[config.mk]
export PLATFORM = sky130hd
export DESIGN_NAME = store_queue_fwd
export DESIGN_NICKNAME = d
export VERILOG_FILES = /design/src/rtl/store_queue_fwd.sv
export SDC_FILE = /design/constraint.sdc
export NUM_CORES = 2
export LEC_CHECK = 0
export ABC_CLOCK_PERIOD_IN_PS = 11350
export CORE_MARGIN = 4
export CORE_UTILIZATION = 54
export DETAILED_ROUTE_END_ITERATION = 6
export PLACE_DENSITY = 0.72
export REMOVE_ABC_BUFFERS = 1
export SYNTH_ARGS = -nofsm -noshare
export SYNTH_HDL_FRONTEND = slang
export SYNTH_SLANG_ARGS = --single-unit
[constraint.sdc]
create_clock -name clk -period 11.35 [get_ports clk]
set_input_delay 1.7025 -clock clk [delete_from_list [all_inputs] [get_ports clk]]
set_output_delay 1.7025 -clock clk [all_outputs]
set_load 0.1 [all_outputs]
[src/rtl/store_queue_fwd.sv]
// In-order store queue: allocate at dispatch, fill at execute, commit on retire, drain via req/ack,
// forward to younger loads. Define SQ_PERF_CNT_EN to add saturating forwarding/stall/full counters.
module store_queue_fwd #(
    parameter int ADDR_WIDTH = 32,
    parameter int DATA_WIDTH = 32,
    parameter int SQ_DEPTH   = 8,
    localparam int IDW  = $clog2(SQ_DEPTH),
    localparam int PW   = IDW + 1,
    localparam int NB   = DATA_WIDTH / 8,
    localparam int OFFW = $clog2(NB)
) (
    input  logic                  clk,
    input  logic                  rst_n,
    input  logic                  alloc_valid,
    output logic                  alloc_ready,
    output logic [PW-1:0]         alloc_id,
    input  logic                  exe_valid,
    input  logic [PW-1:0]         exe_id,
    input  logic [ADDR_WIDTH-1:0] exe_addr,
    input  logic [DATA_WIDTH-1:0] exe_data,
    input  logic [2:0]            exe_funct3,
    input  logic                  commit_valid,
    input  logic                  flush,
    input  logic                  ld_valid,
    input  logic [ADDR_WIDTH-1:0] ld_addr,
    input  logic [2:0]            ld_funct3,
    input  logic [PW-1:0]         ld_sq_tail,
    output logic                  fwd_hit,
    output logic [DATA_WIDTH-1:0] fwd_data,
    output logic                  fwd_stall,
    output logic                  mem_req,
    output logic [ADDR_WIDTH-1:0] mem_addr,
    output logic [DATA_WIDTH-1:0] mem_wdata,
    output logic [NB-1:0]         mem_wstrb,
    input  logic                  mem_ack,
    output logic                  empty
`ifdef SQ_PERF_CNT_EN
    ,
    output logic [31:0]           perf_fwd_cnt,
    output logic [31:0]           perf_stall_cnt,
    output logic [31:0]           perf_full_cnt
`endif
);

    typedef enum logic {IDLE, REQ} drain_state_t;

    function automatic logic [NB-1:0] lane_strb(input logic [1:0] size, input logic [OFFW-1:0] off);
        case (size)
            2'd0:    lane_strb = NB'(1) << off;
            2'd1:    lane_strb = NB'(3) << off;
            default: lane_strb = '1;
        endcase
    endfunction

    function automatic logic [DATA_WIDTH-1:0] lane_data(input logic [1:0] size, input logic [OFFW-1:0] off,
                                                        input logic [DATA_WIDTH-1:0] d);
        case (size)
            2'd0:    lane_data = (d & DATA_WIDTH'(8'hFF)) << {off, 3'b000};
            2'd1:    lane_data = (d & DATA_WIDTH'(16'hFFFF)) << {off, 3'b000};
            default: lane_data = d;
        endcase
    endfunction

    logic [PW-1:0]         head, cmt, tail;
    logic [IDW-1:0]        head_idx, cmt_idx, tail_idx, exe_idx;
    logic [SQ_DEPTH-1:0]   ent_valid, ent_addr_ok, ent_cmt, squash;
    logic [ADDR_WIDTH-1:0] ent_addr [SQ_DEPTH];
    logic [DATA_WIDTH-1:0] ent_data [SQ_DEPTH];
    logic [NB-1:0]         ent_strb [SQ_DEPTH];
    drain_state_t          state, state_next;
    logic                  full, alloc_fire, commit_fire, drain_done;

    assign head_idx    = head[IDW-1:0];
    assign cmt_idx     = cmt[IDW-1:0];
    assign tail_idx    = tail[IDW-1:0];
    assign exe_idx     = exe_id[IDW-1:0];
    assign full        = (tail ^ head) == {1'b1, {IDW{1'b0}}};
    assign empty       = (tail == head);
    assign alloc_ready = !full;
    assign alloc_id    = tail;
    assign alloc_fire  = alloc_valid && !full && !flush;
    assign commit_fire = commit_valid && (cmt != tail) && !flush;
    assign drain_done  = (state == REQ) && mem_ack;

    // Entries in [cmt, tail) are the uncommitted ones a flush discards.
    always_comb begin
        for (int i = 0; i < SQ_DEPTH; i++)
            squash[i] = {1'b0, IDW'(i) - cmt_idx} < (tail - cmt);
    end

    always_ff @(posedge clk or negedge rst_n) begin
        if (!rst_n) begin
            head        <= '0;
            cmt         <= '0;
            tail        <= '0;
            ent_valid   <= '0;
            ent_addr_ok <= '0;
            ent_cmt     <= '0;
            for (int i = 0; i < SQ_DEPTH; i++) begin
                ent_addr[i] <= '0;
                ent_data[i] <= '0;
                ent_strb[i] <= '0;
            end
        end else begin
            if (drain_done) begin
                ent_valid[head_idx] <= 1'b0;
                ent_cmt[head_idx]   <= 1'b0;
                head                <= head + 1'b1;
            end
            if (flush) begin
                tail <= cmt;
                for (int i = 0; i < SQ_DEPTH; i++) begin
                    if (squash[i]) begin
                        ent_valid[i]   <= 1'b0;
                        ent_addr_ok[i] <= 1'b0;
                    end
                end
            end else begin
                if (alloc_fire) begin
                    ent_valid[tail_idx]   <= 1'b1;
                    ent_addr_ok[tail_idx] <= 1'b0;
                    ent_cmt[tail_idx]     <= 1'b0;
                    tail                  <= tail + 1'b1;
                end
                if (exe_valid) begin
                    ent_addr[exe_idx]    <= exe_addr;
                    ent_data[exe_idx]    <= lane_data(exe_funct3[1:0], exe_addr[OFFW-1:0], exe_data);
                    ent_strb[exe_idx]    <= lane_strb(exe_funct3[1:0], exe_addr[OFFW-1:0]);
                    ent_addr_ok[exe_idx] <= 1'b1;
                end
                if (commit_fire) begin
                    ent_cmt[cmt_idx] <= 1'b1;
                    cmt              <= cmt + 1'b1;
                end
            end
        end
    end

    always_ff @(posedge clk or negedge rst_n) begin
        if (!rst_n) state <= IDLE;
        else        state <= state_next;
    end

    // Drain outputs come straight from the head entry, which cannot change while it is in REQ.
    always_comb begin
        state_next = state;
        mem_req    = 1'b0;
        mem_addr   = '0;
        mem_wdata  = '0;
        mem_wstrb  = '0;
        case (state)
            IDLE: if (ent_valid[head_idx] && ent_cmt[head_idx] && ent_addr_ok[head_idx]) state_next = REQ;
            REQ: begin
                mem_req   = 1'b1;
                mem_addr  = ent_addr[head_idx];
                mem_wdata = ent_data[head_idx];
                mem_wstrb = ent_strb[head_idx];
                if (mem_ack) state_next = IDLE;
            end
        endcase
    end

    logic [NB-1:0]  ld_strb, overlap;
    logic [PW-1:0]  older, scan_id;
    logic [IDW-1:0] scan_idx;
    logic           scan_done;

    // Youngest-first scan of stores older than the load; the first relevant entry decides.
    always_comb begin
        fwd_hit   = 1'b0;
        fwd_stall = 1'b0;
        fwd_data  = '0;
        scan_done = 1'b0;
        scan_id   = '0;
        scan_idx  = '0;
        overlap   = '0;
        ld_strb   = lane_strb(ld_funct3[1:0], ld_addr[OFFW-1:0]);
        older     = ld_sq_tail - head;
        if (ld_valid && older <= PW'(SQ_DEPTH)) begin
            for (int i = 0; i < SQ_DEPTH; i++) begin
                scan_id  = ld_sq_tail - PW'(i + 1);
                scan_idx = scan_id[IDW-1:0];
                overlap  = ent_strb[scan_idx] & ld_strb;
                if (!scan_done && PW'(i) < older && ent_valid[scan_idx]) begin
                    if (!ent_addr_ok[scan_idx]) begin
                        fwd_stall = 1'b1;
                        scan_done = 1'b1;
                    end else if (ent_addr[scan_idx][ADDR_WIDTH-1:OFFW] == ld_addr[ADDR_WIDTH-1:OFFW]
                                 && |overlap) begin
                        scan_done = 1'b1;
                        if (overlap == ld_strb) begin
                            fwd_hit  = 1'b1;
                            fwd_data = ent_data[scan_idx];
                        end else begin
                            fwd_stall = 1'b1;
                        end
                    end
                end
            end
        end
    end

`ifdef SQ_PERF_CNT_EN
    always_ff @(posedge clk or negedge rst_n) begin
        if (!rst_n) begin
            perf_fwd_cnt   <= '0;
            perf_stall_cnt <= '0;
            perf_full_cnt  <= '0;
        end else begin
            if (fwd_hit && perf_fwd_cnt != '1)                   perf_fwd_cnt   <= perf_fwd_cnt + 1'b1;
            if (fwd_stall && perf_stall_cnt != '1)               perf_stall_cnt <= perf_stall_cnt + 1'b1;
            if (alloc_valid && full && perf_full_cnt != '1)      perf_full_cnt  <= perf_full_cnt + 1'b1;
        end
    end
`endif

`ifndef SYNTHESIS
    commit_needs_entry: assert property (@(posedge clk) disable iff (!rst_n)
        (commit_valid && !flush) |-> (cmt != tail));
`endif

endmodule

Word-level counts from Yosys, hierarchy flattened
Index checks and enable logic that the tools add are counted.
- flip-flop bits (word level): 581
- input port bits: 118
- output and inout bits: 109
- word-level logic and storage cells: 534
- $add $sub $neg: 21
- magnitude comparators: 44
- eq/ne operators: 29
- shift operators: 6
- mux-type cells: 308
- bitwise logic cells: 30
- reductions and logical operators: 58
- operator list (operator ; count):
    $mux 32 ; 75
    $bmux 32 s3 ; 18
    $bwmux 256 ; 2
    $eq 30x30->1 ; 8
    $mux 1 ; 138
    $bmux 4 s3 ; 9
    $demux 32 s3 ; 1
    $mux 4 ; 24
    $mux 8 ; 12
    $pmux 32 s2 ; 1
    $bmux 1 s3 ; 19
    $lt 3x4->1 const B ; 12
    $ge 4x4->1 const B ; 10
    $not 3->4 ; 10
    $eq 4x4->1 ; 9
    $logic_and 1x1->1 ; 36
    $and 4x4->4 ; 8
    $and 8x8->8 ; 4
    $bwmux 32 ; 1
    $lt 3x4->1 ; 8
    $reduce_or 4->1 ; 8
    $shl 16x5->32 ; 1
    $shl 8x5->32 ; 1
    $or 8x8->8 ; 3
    other kinds (31) ; 78

Depth between registers and ports, before layout
- depth in word-level cells: 47
- depth in mapped cells: 34
- depth with buffers taken out: 14

Worst setup path before layout
Ideal clock, no wire load.
- kind: input to output
- from: in ld_sq_tail[1]
- to: out fwd_data[30]
- arrival: 10.113 ns
- required time: 9.648 ns
- slack: -0.466 ns
- cell stages on the path: 33
- buffers on the path: 21
- cell sequence: buf_6 buf_6 buf_6 buf_6 buf_6 buf_6 buf_4 buf_4 buf_4 buf_2 buf_2 clkbuf_1 inv_1 ha_1 buf_2 buf_4 buf_4 buf_4 buf_2 buf_2 buf_4 buf_2 mux4_2 xnor2_1 and3_1 nand4_1 o31ai_1 o211ai_1 nor3_1 nor4b_4 nand2_4 buf_6 o32ai_1
- cells in the longest elaborated chain, start to end: 47
- elaborated cells on any way between the ends: 255
- those cells by class: add/sub: 9; order compare: 9; eq/ne: 16; mux: 166; bitwise: 16; reduce/logical: 39
- ends and longest elaborated chain (item ; line ; text):
    start: declaration ; 27 ; input logic [PW-1:0] ld_sq_tail,
    parallel branches: the longest is 46 deep, another holds $sub 3x1->3 ; -- ;
    $mux 32 (*) ; 179 ; if (ld_valid && older <= PW'(SQ_DEPTH)) begin
    end: declaration ; 29 ; output logic [DATA_WIDTH-1:0] fwd_data,
Every way passes the cells marked *. The select of a mux whose other input is x is not followed.

Worst setup path after layout
- from: in ld_sq_tail[1]
- to: out fwd_hit
- cells in the longest elaborated chain, start to end: 47
- elaborated cells on any way between the ends: 231
- those cells by class: add/sub: 9; order compare: 9; eq/ne: 16; mux: 142; bitwise: 16; reduce/logical: 39
- ends and longest elaborated chain (item ; line ; text):
    parallel branches: the longest is 46 deep, another holds $sub 3x1->3 ; -- ;
    $mux 1 (*) ; 179 ;
    end: declaration ; 28 ; output logic fwd_hit,
Marks and branches as above.

==> results.md <==
* Grt ovf at 0
* Clock sink count at between 500 and 600
* Die height at 322.7 um
* Worst path max stage delay at slightly below 0.8 ns
* RSZ-0062 raised after global routing: false
* Num ports at 227
* 1st-iter DRT viols at 6,637
* Synthesized flop and latch total at roughly 580
* Pre-CTS setup slack at 1.814 ns
* Max FO, Critical Path at 86
* Die width at 322.7 um
* Row cnt at 115
* CP Class: in2out
* WP data required at a little under 10 ns
* Final WL at ~190,000 um
* Cell area power density at between 150 and 200 nW/um2
* Worst EP arrival at 8.10 ns
* MaxCap Viol Count at 0
* Synth top area cells: mux4_2 (28%), dfrtp_1 (27%), nand2_1 (8.5%)
* Leak at between 0.02 and 0.025 uW
* CTS tree: done
* RePlAce Congestion at 1.061
* CTS max path bufs at 3
* Ys Warns at 0
* Sequential share of the synthesized area at 27.18%
* Synth top area share at 27.62%
* Post-synth ARST share at 100.0%
* Root Buffer Master: clkbuf_16
* Final Max Slew Viols at 0
* Post-CTS Setup Bufs at 0
* FF-to-FF setup slack at 8.22 ns
* Clk Latency, worst-skew pair at 0.65 ns
* Via density at 7.291
* Hold WS at roughly 0.47 ns
* Post-synth top cells: nand2_1 (1,205), mux4_2 (656), dfrtp_1 (581), mux2i_1 (431), o21ai_0 (358)
* Fmax at 102.0 MHz
* Fin crit share at about 86%
* Hold Violations, Final at 0
* Worst Skew at ~0.025 ns
* Count leader, synth: nand2_1
* Initial Utilization at 54.42%
* Critical path cell sequence: buf_8, buf_12, mux4_2, mux2i_1, xor2_1, o2111ai_1, nor4_1, nand4_1, nor3_4, nand3_2, and3_1, a41oi_1, buf_12
* H-tree depth at 3
* WHS Path Cells at 2
* Core area at 98,280 um2
* Overall routing resource usage at 36.64%
* Wire per inst at 30.39 um
* Layout area overhead at 10.11%
* Setup TNS at 0 ns
* Die area at 104,100 um2
* Post-layout min period at slightly below 10 ns
* # DRC at 0
* Slew margin rel. at 10.61%
* Worst vdd ir at around 0.00021 V
* First drt pass iteration count at 6
* Layout cell share with drive strength beyond 1 at 20.92%
* Clock slew at reported path FFs at 0.06 ns
* Netlist cell types at 89
* Status: finished, final reports clean
* Slowest CP cell: nand3_2
* WHS Endpoint: ent_addr[32]
* HPWL Detailed at around 120,000 um
* Worst Max-Slew Pin Slew at 1.329 ns
* Via count at 46,300
* Synth area leader: mux4_2
* Synth Cell Area at 53,490 um2
* First-pass GRT wire length at 287,500 um
* # setup viols final at 0
* Hold buffers post-CTS at 0
* Hold_sp: ent_addr[32]
* Post-CTS sizing at 0
* Crit Reg-Reg Endpoint: state
* Final-stage net count at between 5,000 and 6,000
* Total power at 9994 uW
* Mean Syn Cell Area at 10.47 um2
* Post-synth EDFFs at 0
* Top_reg_cell synth: dfrtp_1
* Core Util, Final at approximately 60%
* Reg2reg start: head[1]
* Crit. End Element: output pin
* Port bufs at 223
* DRT antenna net count at 0
* Most frequent CP cell: buf_12
* Number of global-route vias before repair at 44,080
* Nature of the critical path startpoint: primary input
* R2r worst-path depth at 4
* Largest net degree at the start of global routing at 168
* HP Class: reg2reg
* Initial antenna violation count at 14
* Setup ws final at between 1.5 and 2 ns
* Gate Count Post-Synth at between 5,000 and 6,000
* TritonCTS Buffers at 70
[cells by family (layout without fill, tap and decap cells)]
logic type | Yosys count | in the layout | share of synthesized area [%]
flops | 581 | 581 | 27.18
simple gates | 1612 | 1612 | 12.64
mux | 1222 | 1222 | 39.76
other cells | 0 | 11 | 0
fa+ha+maj | 31 | 31 | 0.7673
buf+inv | 532 | 478 | 4.744
xor+xnor | 296 | 296 | 4.847
compound gates | 832 | 832 | 10.06
[layout by cell type (no fill, tap or decap), types with 82 or more instances in the layout]
cell / synthesis / routed
nand2_1: 1205 / 1201
mux4_2: 656 / 656
dfrtp_1: 581 / 577
mux2i_1: 431 / 431
o21ai_0: 358 / 357
xnor2_1: 225 / 222
clkdlybuf4s50_1: 0 / 185
nor2_1: 113 / 111
a21oi_1: 99 / 99
mux2_2: 91 / 91
nand3_1: 83 / 82
[per-layer routing]
metal  up-vias  share of wire [%]  GRT usage (%)
met5         -              0.022              0
met4         8                5.0          15.61
met3       647                 15          12.17
met2      3419                 43          53.45
met1     23210                 37          50.62
li1      19010                  -              -
[worst max-delay path: cells and delay by family]
family | cells | cell delay [ns]
AND/OR/NAND/NOR | 5 | 2.75
buffers and inverters | 3 | 1.25
AO/OA/AOI/OAI | 2 | 0.87
multiplexers | 2 | 0.76
XOR/XNOR | 1 | 0.50
[worst max-delay path by stage]
stage | startpoint | to | cells after the start
after floorplan | ld_sq_tail[0] | fwd_hit | 13
after global placement | ld_sq_tail[0] | fwd_hit | 13
after detailed placement | ld_sq_tail[1] | fwd_hit | 17
after CTS | ld_sq_tail[1] | fwd_hit | 17
after global routing | ld_sq_tail[1] | fwd_hit | 13
final | ld_sq_tail[1] | fwd_hit | 13
[metrics by stage]
| stage | area [um2] | instances |
|---|---|---|
| final | 58890 | 6350 |
| after global routing | 58880 | 6345 |
| after CTS | 58860 | 6339 |
| after detailed placement | 56380 | 6212 |
| after global placement | 56380 | 6212 |
| after floorplan | 51110 | 4616 |
[flip-flops by register name, summed over array words and instances, names as in the netlist, 8 cells and up]
signal       cells
ent_cmt          8
ent_strb        32
ent_data       256
ent_addr_ok      8
ent_addr       256
ent_valid        8
[layout make-up]
type / count / area, um2
clock inverter: 38 / 536.8
clock buffer: 89 / 1943
timing repair buffer: 309 / 3438
sequential: 581 / 14550
antenna: 11 / 27.53
multi-input combinational: 3993 / 36620
tap: 1287 / 1610
inverter: 42 / 160.2
fill: 7962 / 39390
[power by group]
part	leakage, uW	switching [uW]	internal (uW)
Clock	0.00120	1000	1450
Combinational	0.0149	2300	1990
Sequential	0.00745	752	2500
Total	0.0235	4050	5940
Note: power is estimated with default switching activity, not from simulation.
